$ cat src/rtl/hazard_pkg.sv
// -----------------------------------------------------------------------------
// hazard_pkg
//
// Shared definitions for the execute-stage hazard/forwarding controller and for
// decode:
//   - RV32I major opcode constants used by the classification functions
//   - sb_entry_t : one scoreboard entry {valid, rd, is_load}
//   - writes_rd / reads_rs1 / reads_rs2 : operand usage per instruction
//   - decode_entry : builds the scoreboard record for an issuing instruction
// -----------------------------------------------------------------------------
package hazard_pkg;

    // Major opcodes (inst[6:0]).
    localparam logic [6:0] OPC_ARI_RTYPE = 7'b0110011;
    localparam logic [6:0] OPC_ARI_ITYPE = 7'b0010011;
    localparam logic [6:0] OPC_LOAD      = 7'b0000011;
    localparam logic [6:0] OPC_STORE     = 7'b0100011;
    localparam logic [6:0] OPC_BRANCH    = 7'b1100011;
    localparam logic [6:0] OPC_JALR      = 7'b1100111;
    localparam logic [6:0] OPC_JAL       = 7'b1101111;
    localparam logic [6:0] OPC_LUI       = 7'b0110111;
    localparam logic [6:0] OPC_AUIPC     = 7'b0010111;
    localparam logic [6:0] OPC_CSR       = 7'b1110011;

    // One in-flight destination. A bubble is simply an entry with valid = 0.
    typedef struct packed {
        logic       valid;
        logic [4:0] rd;
        logic       is_load;
    } sb_entry_t;

    localparam sb_entry_t SB_BUBBLE = '{valid: 1'b0, rd: 5'd0, is_load: 1'b0};

    // Field extractors keep the bit positions in one place.
    function automatic logic [4:0] rd_of(input logic [31:0] inst);
        return inst[11:7];
    endfunction

    function automatic logic [4:0] rs1_of(input logic [31:0] inst);
        return inst[19:15];
    endfunction

    function automatic logic [4:0] rs2_of(input logic [31:0] inst);
        return inst[24:20];
    endfunction

    // An instruction that targets x0 produces nothing worth forwarding.
    function automatic logic writes_rd(input logic [31:0] inst);
        logic op_writes;
        case (inst[6:0])
            OPC_ARI_RTYPE,
            OPC_ARI_ITYPE,
            OPC_LOAD,
            OPC_JALR,
            OPC_LUI,
            OPC_AUIPC,
            OPC_JAL:  op_writes = 1'b1;
            default:  op_writes = 1'b0;
        endcase
        return op_writes && (inst[11:7] != 5'd0);
    endfunction

    // CSR immediate forms (funct3[2] = 1) carry a zimm in the rs1 field.
    function automatic logic reads_rs1(input logic [31:0] inst);
        logic uses;
        case (inst[6:0])
            OPC_ARI_RTYPE,
            OPC_ARI_ITYPE,
            OPC_LOAD,
            OPC_STORE,
            OPC_BRANCH,
            OPC_JALR: uses = 1'b1;
            OPC_CSR:  uses = ~inst[14];
            default:  uses = 1'b0;
        endcase
        return uses;
    endfunction

    function automatic logic reads_rs2(input logic [31:0] inst);
        logic uses;
        case (inst[6:0])
            OPC_ARI_RTYPE,
            OPC_STORE,
            OPC_BRANCH: uses = 1'b1;
            default:    uses = 1'b0;
        endcase
        return uses;
    endfunction

    // Scoreboard record for an instruction; non-writers become bubbles.
    function automatic sb_entry_t decode_entry(input logic [31:0] inst);
        sb_entry_t e;
        e.valid   = writes_rd(inst);
        e.rd      = e.valid ? rd_of(inst) : 5'd0;
        e.is_load = e.valid && (inst[6:0] == OPC_LOAD);
        return e;
    endfunction

endpackage

$ cat src/rtl/hazard_match.sv
// -----------------------------------------------------------------------------
// hazard_match
//
// Priority compare of one source register against every scoreboard entry.
// The youngest matching entry (lowest index) wins.
//
// Ports:
//   enable      in   operand is actually read by a valid issuing instruction
//   src         in   source register number
//   entries     in   scoreboard, entry 0 youngest
//   sel         out  0 = register file, k = forward from entry k-1
//   is_load_hit out  the winning entry holds a load
// -----------------------------------------------------------------------------
module hazard_match
    import hazard_pkg::*;
#(
    parameter int DEPTH = 3,
    parameter int SEL_W = $clog2(DEPTH + 1)
) (
    input  logic                    enable,
    input  logic [4:0]              src,
    input  sb_entry_t [DEPTH-1:0]   entries,
    output logic [SEL_W-1:0]        sel,
    output logic                    is_load_hit
);

    // Scan oldest to youngest so a younger match overwrites an older one.
    // NOTE: every output gets a default before the loop; without it a
    // no-match path would leave sel unassigned and infer a latch.
    always_comb begin
        sel         = '0;
        is_load_hit = 1'b0;
        for (int k = DEPTH - 1; k >= 0; k--) begin
            if (enable && (src != 5'd0) && entries[k].valid && (entries[k].rd == src)) begin
                sel         = SEL_W'(k + 1);
                is_load_hit = entries[k].is_load;
            end
        end
    end

endmodule

$ cat src/rtl/hazard_scoreboard.sv
// -----------------------------------------------------------------------------
// hazard_scoreboard
//
// Hazard and forwarding controller for the execute stage. Keeps a shift
// register of in-flight destination registers (entry 0 youngest), produces a
// per-operand forwarding select, a load-use stall, and a saturating count of
// stalled cycles.
//
// Parameters:
//   DEPTH         scoreboard entries (stages after issue that can forward), 1..8
//   LOAD_LATENCY  stage index where load data becomes forwardable, 1..DEPTH
//   KILL_STAGES   youngest entries (index < KILL_STAGES) cleared by flush
//   CNT_W         stall counter width
//
// Ports:
//   clk          in   clock
//   rst          in   asynchronous active-high reset
//   issue_valid  in   issue_inst is a real instruction
//   issue_inst   in   instruction entering execute
//   flush        in   branch/jump redirect
//   fwd_sel_ra   out  rs1 select: 0 = regfile, k = entry k-1
//   fwd_sel_rb   out  rs2 select, same encoding
//   stall        out  hold issue this cycle, insert a bubble
//   stall_count  out  saturating count of stalled cycles
// -----------------------------------------------------------------------------
module hazard_scoreboard
    import hazard_pkg::*;
#(
    parameter int DEPTH        = 3,
    parameter int LOAD_LATENCY = 2,
    parameter int KILL_STAGES  = 1,
    parameter int CNT_W        = 32
) (
    input  logic                          clk,
    input  logic                          rst,
    input  logic                          issue_valid,
    input  logic [31:0]                   issue_inst,
    input  logic                          flush,
    output logic [$clog2(DEPTH+1)-1:0]    fwd_sel_ra,
    output logic [$clog2(DEPTH+1)-1:0]    fwd_sel_rb,
    output logic                          stall,
    output logic [CNT_W-1:0]              stall_count
);

    localparam int SEL_W = $clog2(DEPTH + 1);

    // A load in entry k shows up as sel = k+1, so "k < LOAD_LATENCY" is
    // the same as "sel <= LOAD_LATENCY".
    localparam logic [SEL_W-1:0] LOAD_SEL_LIMIT = SEL_W'(LOAD_LATENCY);

    sb_entry_t [DEPTH-1:0] entries;
    sb_entry_t [DEPTH-1:0] entries_next;
    sb_entry_t             issue_rec;

    logic [SEL_W-1:0] sel_a;
    logic [SEL_W-1:0] sel_b;
    logic             load_hit_a;
    logic             load_hit_b;
    logic             load_use;

    // ---------------------------------------------------------------------
    // Operand matching
    // ---------------------------------------------------------------------
    hazard_match #(
        .DEPTH (DEPTH),
        .SEL_W (SEL_W)
    ) u_match_rs1 (
        .enable      (issue_valid && reads_rs1(issue_inst)),
        .src         (rs1_of(issue_inst)),
        .entries     (entries),
        .sel         (sel_a),
        .is_load_hit (load_hit_a)
    );

    hazard_match #(
        .DEPTH (DEPTH),
        .SEL_W (SEL_W)
    ) u_match_rs2 (
        .enable      (issue_valid && reads_rs2(issue_inst)),
        .src         (rs2_of(issue_inst)),
        .entries     (entries),
        .sel         (sel_b),
        .is_load_hit (load_hit_b)
    );

    // ---------------------------------------------------------------------
    // Stall and select outputs (combinational, zero-cycle latency)
    // ---------------------------------------------------------------------
    assign load_use = (load_hit_a && (sel_a <= LOAD_SEL_LIMIT)) ||
                      (load_hit_b && (sel_b <= LOAD_SEL_LIMIT));

    // A redirect discards the consumer anyway, so it overrides the stall.
    assign stall = load_use && !flush;

    // Selects are meaningless while stalling; zero keeps them quiet.
    assign fwd_sel_ra = stall ? '0 : sel_a;
    assign fwd_sel_rb = stall ? '0 : sel_b;

    // ---------------------------------------------------------------------
    // Scoreboard advance
    // ---------------------------------------------------------------------
    assign issue_rec = decode_entry(issue_inst);

    always_comb begin
        entries_next[0] = (issue_valid && !stall && !flush) ? issue_rec : SB_BUBBLE;
        // Entries younger than KILL_STAGES belong to the wrong path on a
        // flush and are invalidated as they shift; older ones survive.
        for (int k = 1; k < DEPTH; k++) begin
            if (flush && ((k - 1) < KILL_STAGES)) begin
                entries_next[k] = SB_BUBBLE;
            end else begin
                entries_next[k] = entries[k - 1];
            end
        end
    end

    // NOTE: the scoreboard is a handful of flops, not a RAM, and its valid
    // bits must clear asynchronously so stall drops the instant rst rises;
    // hence the whole array is in the async reset.
    always_ff @(posedge clk or posedge rst) begin
        if (rst) begin
            entries <= {DEPTH{SB_BUBBLE}};
        end else begin
            // NOTE: non-blocking assignment so every entry samples the
            // pre-edge value of its neighbour, giving a true shift register.
            entries <= entries_next;
        end
    end

    // ---------------------------------------------------------------------
    // Saturating stall counter
    // ---------------------------------------------------------------------
    always_ff @(posedge clk or posedge rst) begin
        if (rst) begin
            stall_count <= '0;
        end else if (stall && (stall_count != {CNT_W{1'b1}})) begin
            stall_count <= stall_count + CNT_W'(1);
        end
    end

endmodule

$ cat config.mk
export PLATFORM = sky130hd
export DESIGN_NAME = hazard_scoreboard
export DESIGN_NICKNAME = d
export VERILOG_FILES = /design/src/rtl/hazard_pkg.sv /design/src/rtl/hazard_match.sv /design/src/rtl/hazard_scoreboard.sv
export SDC_FILE = /design/constraint.sdc
export NUM_CORES = 1
export LEC_CHECK = 0
export ABC_AREA = 1
export BUFFER_PORTS_ARGS = -buffer_cell sky130_fd_sc_hd__buf_2
export CAP_MARGIN = 10
export CORE_MARGIN = 5
export CORE_UTILIZATION = 30
export DETAILED_ROUTE_END_ITERATION = 10
export MAX_ROUTING_LAYER = met4
export SYNTH_ARGS = -nofsm -noshare
export SYNTH_HDL_FRONTEND = slang
export SYNTH_HIERARCHICAL = 1
export SYNTH_SLANG_ARGS = --single-unit
export TNS_END_PERCENT = 100
$ cat constraint.sdc
create_clock -name clk -period 1.96 [get_ports clk]
set_clock_uncertainty 0.15 [all_clocks]
set_input_delay 0.098 -clock clk [delete_from_list [all_inputs] [get_ports clk]]
set_output_delay 0.098 -clock clk [all_outputs]
set_load 0.005 [all_outputs]
After elaboration in Yosys (flattened, before gate mapping)
Cells that the tools add are included.
- logic and storage cells: 84
- register bits after elaboration: 53
- equality and inequality tests: 17
- $lt $le $gt $ge: 2
- bitwise logic cells: 1
- muxes and demuxes: 20
- reductions and logical operators: 33
- add/sub/neg operators: 1
- operator list (operator ; count):
    $add 32x1->32 const B ; 1
    $ne 32x32->1 const B ; 1
    $eq 5x5->1 ; 6
    $eq 7x7->1 const B ; 4
    $logic_and 1x1->1 ; 24
    $eq 7x6->1 const B ; 3
    $mux 2 ; 8
    $reduce_bool 5->1 ; 3
    $eq 7x5->1 const B ; 2
    $mux 7 ; 2
    $mux 1 ; 8
    $eq 7x2->1 const B ; 1
    $reduce_or 7->1 ; 1
    $reduce_or 6->1 ; 1
    $mux 5 ; 1
    $le 2x2->1 const B ; 2
    $reduce_or 3->1 ; 1
    $logic_not 1->1 ; 2
    $pmux 1 s2 ; 1
    $logic_or 1x1->1 ; 1
    $not 1->1 ; 1

Depth between registers and ports, before layout
- depth after elaboration: 18
- mapped depth: 23

Hierarchy
The synthesis kept the hierarchy.
- by module, submodules not included (module ; cells an instance ; times used ; area each (µm²) ; sequential area each (µm²)):
    hazard_scoreboard ; 414 ; 1 ; 2944.1 ; 1326.3
    hazard_match ; 89 ; 2 ; 404.1 ; 0.0

Worst setup path before layout
OpenSTA, ideal clock, no wires.
- path kind: in2reg
- from: in issue_inst[1]
- to: reg stall_count[22]
- cell stages on the path: 18
- path buffers: 0
- arrival: 1.949 ns
- setup time: 0.117 ns
- path slack: -0.256 ns
- required time: 1.693 ns
- cell sequence: nand2_1 > nor3_1 > nand2_1 > nand2_1 > a21oi_1 > nor2_1 > nand2_2 > inv_1 > nand3b_1 > a21boi_1 > nand2_1 > nand2_1 > nand2_1 > nand2_1 > nor2_1 > nand3_1 > nand2_1 > nand2_1
- longest elaborated chain between the ends: 15
- elaborated cells on any way between the ends: 46
- those cells by class: 2 x order compare; 7 x eq/ne; 14 x mux; 23 x reduce/logical
- ends and longest elaborated chain (what ; RTL line ; RTL):
    start: declaration ; hazard_scoreboard.sv:37 ; input logic [31:0] issue_inst,
    $eq 7x2->1 (tied with other cells) ; hazard_pkg.sv:66 ; case (inst[6:0])
    $reduce_or 6->1 ; hazard_pkg.sv:66 ;
    $pmux 1 s2 (*) ; hazard_pkg.sv:66 ;
    $logic_and 1x1->1 (*) ; hazard_scoreboard.sv:68 ; .enable (issue_valid && reads_rs1(issue_inst)),
    $logic_and 1x1->1 (*) ; hazard_match.sv:34 ; if (enable && (src != 5'd0) && entries[k].valid && (entries[k].rd == src)) begin
    $logic_and 1x1->1 (2 in series) ; hazard_match.sv:34 ;
    $mux 2 (2 in series) ; hazard_match.sv:34 ;
    $mux 2 (*) ; hazard_match.sv:34 ;
    via sel_a[1] ; hazard_scoreboard.sv:55 ; logic [SEL_W-1:0] sel_a;
    $le 2x2->1 (*) ; hazard_scoreboard.sv:89 ; assign load_use = (load_hit_a && (sel_a <= LOAD_SEL_LIMIT)) ||
    $logic_and 1x1->1 (*) ; hazard_scoreboard.sv:89 ;
    $logic_or 1x1->1 (*) ; hazard_scoreboard.sv:89 ;
    $logic_and 1x1->1 (*) ; hazard_scoreboard.sv:93 ; assign stall = load_use && !flush;
    $logic_and 1x1->1 (*) ; hazard_scoreboard.sv:136 ; end else if (stall && (stall_count != {CNT_W{1'b1}})) begin
    end signal: assignment ; hazard_scoreboard.sv:137 ; stall_count <= stall_count + CNT_W'(1);
    end: declaration ; hazard_scoreboard.sv:42 ; output logic [CNT_W-1:0] stall_count
The timed path passes the listed nets; every way through them passes the cells marked *.
A chain may end at the register's enable or synchronous reset.

Final worst setup path
- from: reg, netlist name entries[9]
- to: reg stall_count[1]
- elaborated cells on any way between the ends: 19
- those cells by class: 2 x order compare; 2 x eq/ne; 8 x mux; 7 x reduce/logical
- RTL lines (what ; RTL line ; RTL):
    $eq 5x5->1 ; hazard_match.sv:34 ;
    $logic_and 1x1->1 ; hazard_match.sv:34 ;
    $mux 1 (2 in series) ; hazard_match.sv:34 ;
    via load_hit_b ; hazard_scoreboard.sv:58 ; logic load_hit_b;
    $logic_and 1x1->1 ; hazard_scoreboard.sv:90 ; (load_hit_b && (sel_b <= LOAD_SEL_LIMIT));
    $logic_or 1x1->1 ; hazard_scoreboard.sv:89 ;
    $logic_and 1x1->1 ; hazard_scoreboard.sv:93 ;
    $logic_and 1x1->1 ; hazard_scoreboard.sv:136 ;
The timed path passes the listed nets, and every way through them passes these cells.

==> impl_metrics.tcl <==
set metrics [dict create \
    route.detailed.drc 0 \
    antenna_found_initial 0 \
    syn_to_final_growth_pct 39.8 \
    grt_pass1_wl_mm 18.1 \
    ys_types 32 \
    cts_sinks 53 \
    cp_common_cell "nand2_1" \
    insertion_delay_ns 0.30 \
    synth_area_mm2 0.00375 \
    hold_class "input port to register" \
    setup_viol 43 \
    status "finished, violations left" \
    cap_violations 0 \
    rsz0062_at_grt "true" \
    overflow 0 \
    fin_crit_sh 1.21 \
    violations "setup timing" \
    gp_congestion 0.869 \
    diodes 0 \
    fp-row-count 40 \
    max_slew_margin 0.655 \
    power_density_mw_per_mm2 425 \
    clk_pin_slew_ns 0.08 \
    min_period_ns 2.36 \
    root_buffer "clkbuf_16" \
    firstDrtPassIters 4 \
    crit_chain "inv_1 -> nand2_1 -> nand2_1 -> nor2_2 -> nand2_1 -> nor2_2 -> buf_4 -> nand3_2 -> nand2_1 -> nor2_1 -> nor2_1 -> nand2_1 -> nand2_2 -> nand2_4 -> inv_4 -> buf_6 -> nand2_8 -> buf_12 -> buf_6 -> nand2_4 -> nand2_2" \
    critPathKind "register to register" \
    initial_core_util 0.309 \
    max_freq_ghz 0.423 \
    die_x_um 122 \
    nets 760 \
    cts_buffer_depth 2 \
    seq_area_frac_synth 0.353 \
    yosys.cell_count.top_type "nand2_1" \
    final-hold-violation-count 0 \
    ys.flop_type "dfrtp_1" \
    num_io_pins 73 \
    ant_nets 0 \
    routed_wl_mm 10.8 \
    place_inst 856 \
    whs_endpoint "entries[5]" \
    die_h_um 122 \
    worst_ep_required_time_ns 2.00 \
    timing.hold.ws_ns 0.134 \
    grt_pass1_vias 3748 \
    final.fill_count 1281 \
    synth_edf_count 0 \
    rrSetupSlack_ns -0.40 \
    cts_buffers 5 \
    cts_tree "done" \
    irDropWorstVdd_uv 303 \
    dieArea_mm2 0.0148 \
    crit_slowest_cell "dfrtp_1" \
    syn_area_per_cell_um2 6.34 \
    min_from "issue_inst[3]" \
    via_per_inst 4.40 \
    crit_path_end_kind "register" \
    cp-start-kind "register" \
    final_max_slew_viol_count 0 \
    ys_ff_latch 53 \
    async_reset_ff_frac 1.00 \
    tns_ns -13.68 \
    min_path_cells 5 \
    layout_setup_ws_ns -0.404 \
    synth_warnings 6 \
    grt_max_degree 34 \
    post-dp-hpwl_mm 8.03 \
    p_leak_nw 2.67 \
    post_drt_wl_per_cell_um 12.1 \
    synth_common_cells "231 x nand2_1, 99 x nor2_1, 71 x inv_1" \
    syn-num-nets 629 \
    vias 3921 \
    dp_slack_ns -0.479 \
    drt_iter0_drc 210 \
    crit_fanout 8 \
    crit_arrival_ns 2.41 \
    ys_top_cells_by_area "dfrtp_1 35%, nand2_1 23%, nor2_1 9.9%" \
    crit_path_max_incr_delay_ns 0.42 \
    syn_inst 592 \
    layout.cells.non_filler 892 \
    r2r_start "entries[9]" \
    core_mm2 0.0122 \
    synth_top_area_frac 0.353 \
    io_buffers 63 \
    worstRegToRegCells 21 \
    htree_levels 2 \
    drive_gt1_frac 0.315 \
    track_usage 0.156 \
    reg2reg_to "stall_count[1]" \
    synth_top_area_cell "dfrtp_1" \
    worst_slew_pin_slew_ns 0.517 \
]
[layout make-up]
class | count | area [µm²] | area share
multi-input cells | 449 | 2290 | 0.436
flip-flops and latches | 53 | 1330 | 0.253
repair buffers | 125 | 893 | 0.170
inverters | 86 | 342 | 0.0651
well taps | 168 | 210 | 0.0401
clock buffers | 6 | 139 | 0.0265
repair inverters | 3 | 33.8 | 0.00644
clock inverters | 2 | 13.8 | 0.00262
[per-stage QoR]
stage | instance area, µm² | power, W | utilization
after floorplan | 3800 | 0.00121 | -
after global placement | 4610 | 0.00130 | 0.379
after detailed placement | 4610 | 0.00130 | 0.379
after CTS | 5130 | 0.00225 | 0.422
after global routing | 5250 | 0.00232 | 0.431
final | 5250 | 0.00223 | 0.431
[sequential cells by signal, indices dropped and copies added (netlist names)]
signal / flops
entries: 21
stall_count: 32
[layer usage]
metal / GRT usage / wire length (µm) / vias up
met2: 0.259 / 5170 / 64
met3: 0.0172 / 344 / 7
met5: - / 0 / -
met1: 0.204 / 5170 / 1789
li1: - / - / 2061
met4: 0.0392 / 123 / 0
[cells by family after synthesis]
family          count (synthesis)  synth area share
fa+ha+maj                       1           0.00333
simple gates                  411             0.478
compound gates                 20            0.0320
buf+inv                        91            0.0960
flops                          53             0.353
xor+xnor                       16            0.0373
[worst max-delay path, delay by kind of cell (launching register included)]
kind / cells / cell delay [ns]
and+or+nand+nor: 15 / 1.02
buffers and inverters: 6 / 0.64
DFF: 1 / 0.42
[placed cells by master, fill, tap and decap left out, types with 9 or more instances in the layout]
master	synthesis	layout
nor2_1	99	88
nor2_2	12	18
dlygate4sd3_1	0	9
nand2_1	231	201
dfrtp_1	53	52
buf_6	1	10
nand3_1	21	17
nand2_2	9	34
xor2_1	11	11
inv_1	71	69
buf_2	1	63
buf_4	2	39
inv_2	14	15
nand4_1	12	12
nand3b_1	11	11
[power breakdown]
part | total (W) | switching, W | internal, W | leakage [nW]
logic | 0.000195 | 0.000115 | 0.0000799 | 1.86
registers | 0.00110 | 0.00000211 | 0.00109 | 0.739
clock network | 0.000939 | 0.000429 | 0.000510 | 0.0768
[repair_timing]
| action | CTS | global route |
|---|---|---|
| gates cloned | 5 | 0 |
| hold buffers | 9 | 0 |
| setup endpoints to repair | 43 | 44 |
| setup buffers | 11 | 6 |
| hold endpoints to repair | 33 | 0 |
| pin swaps | 22 | 18 |
| resized for setup | 47 | 31 |
[worst max path at each step]
stage,start,to,slack (ns),cells after the start
after detailed placement,issue_inst[1],stall_count[16],-0.48,21
after global routing,entries[9],fwd_sel_ra[0],-0.63,16
after floorplan,issue_inst[1],stall_count[14],-0.11,20
after global placement,issue_inst[1],stall_count[16],-0.45,21
final,entries[9],stall_count[1],-0.40,21
after CTS,entries[8],fwd_sel_ra[1],-0.39,18
(Power assumes the default switching activity.)
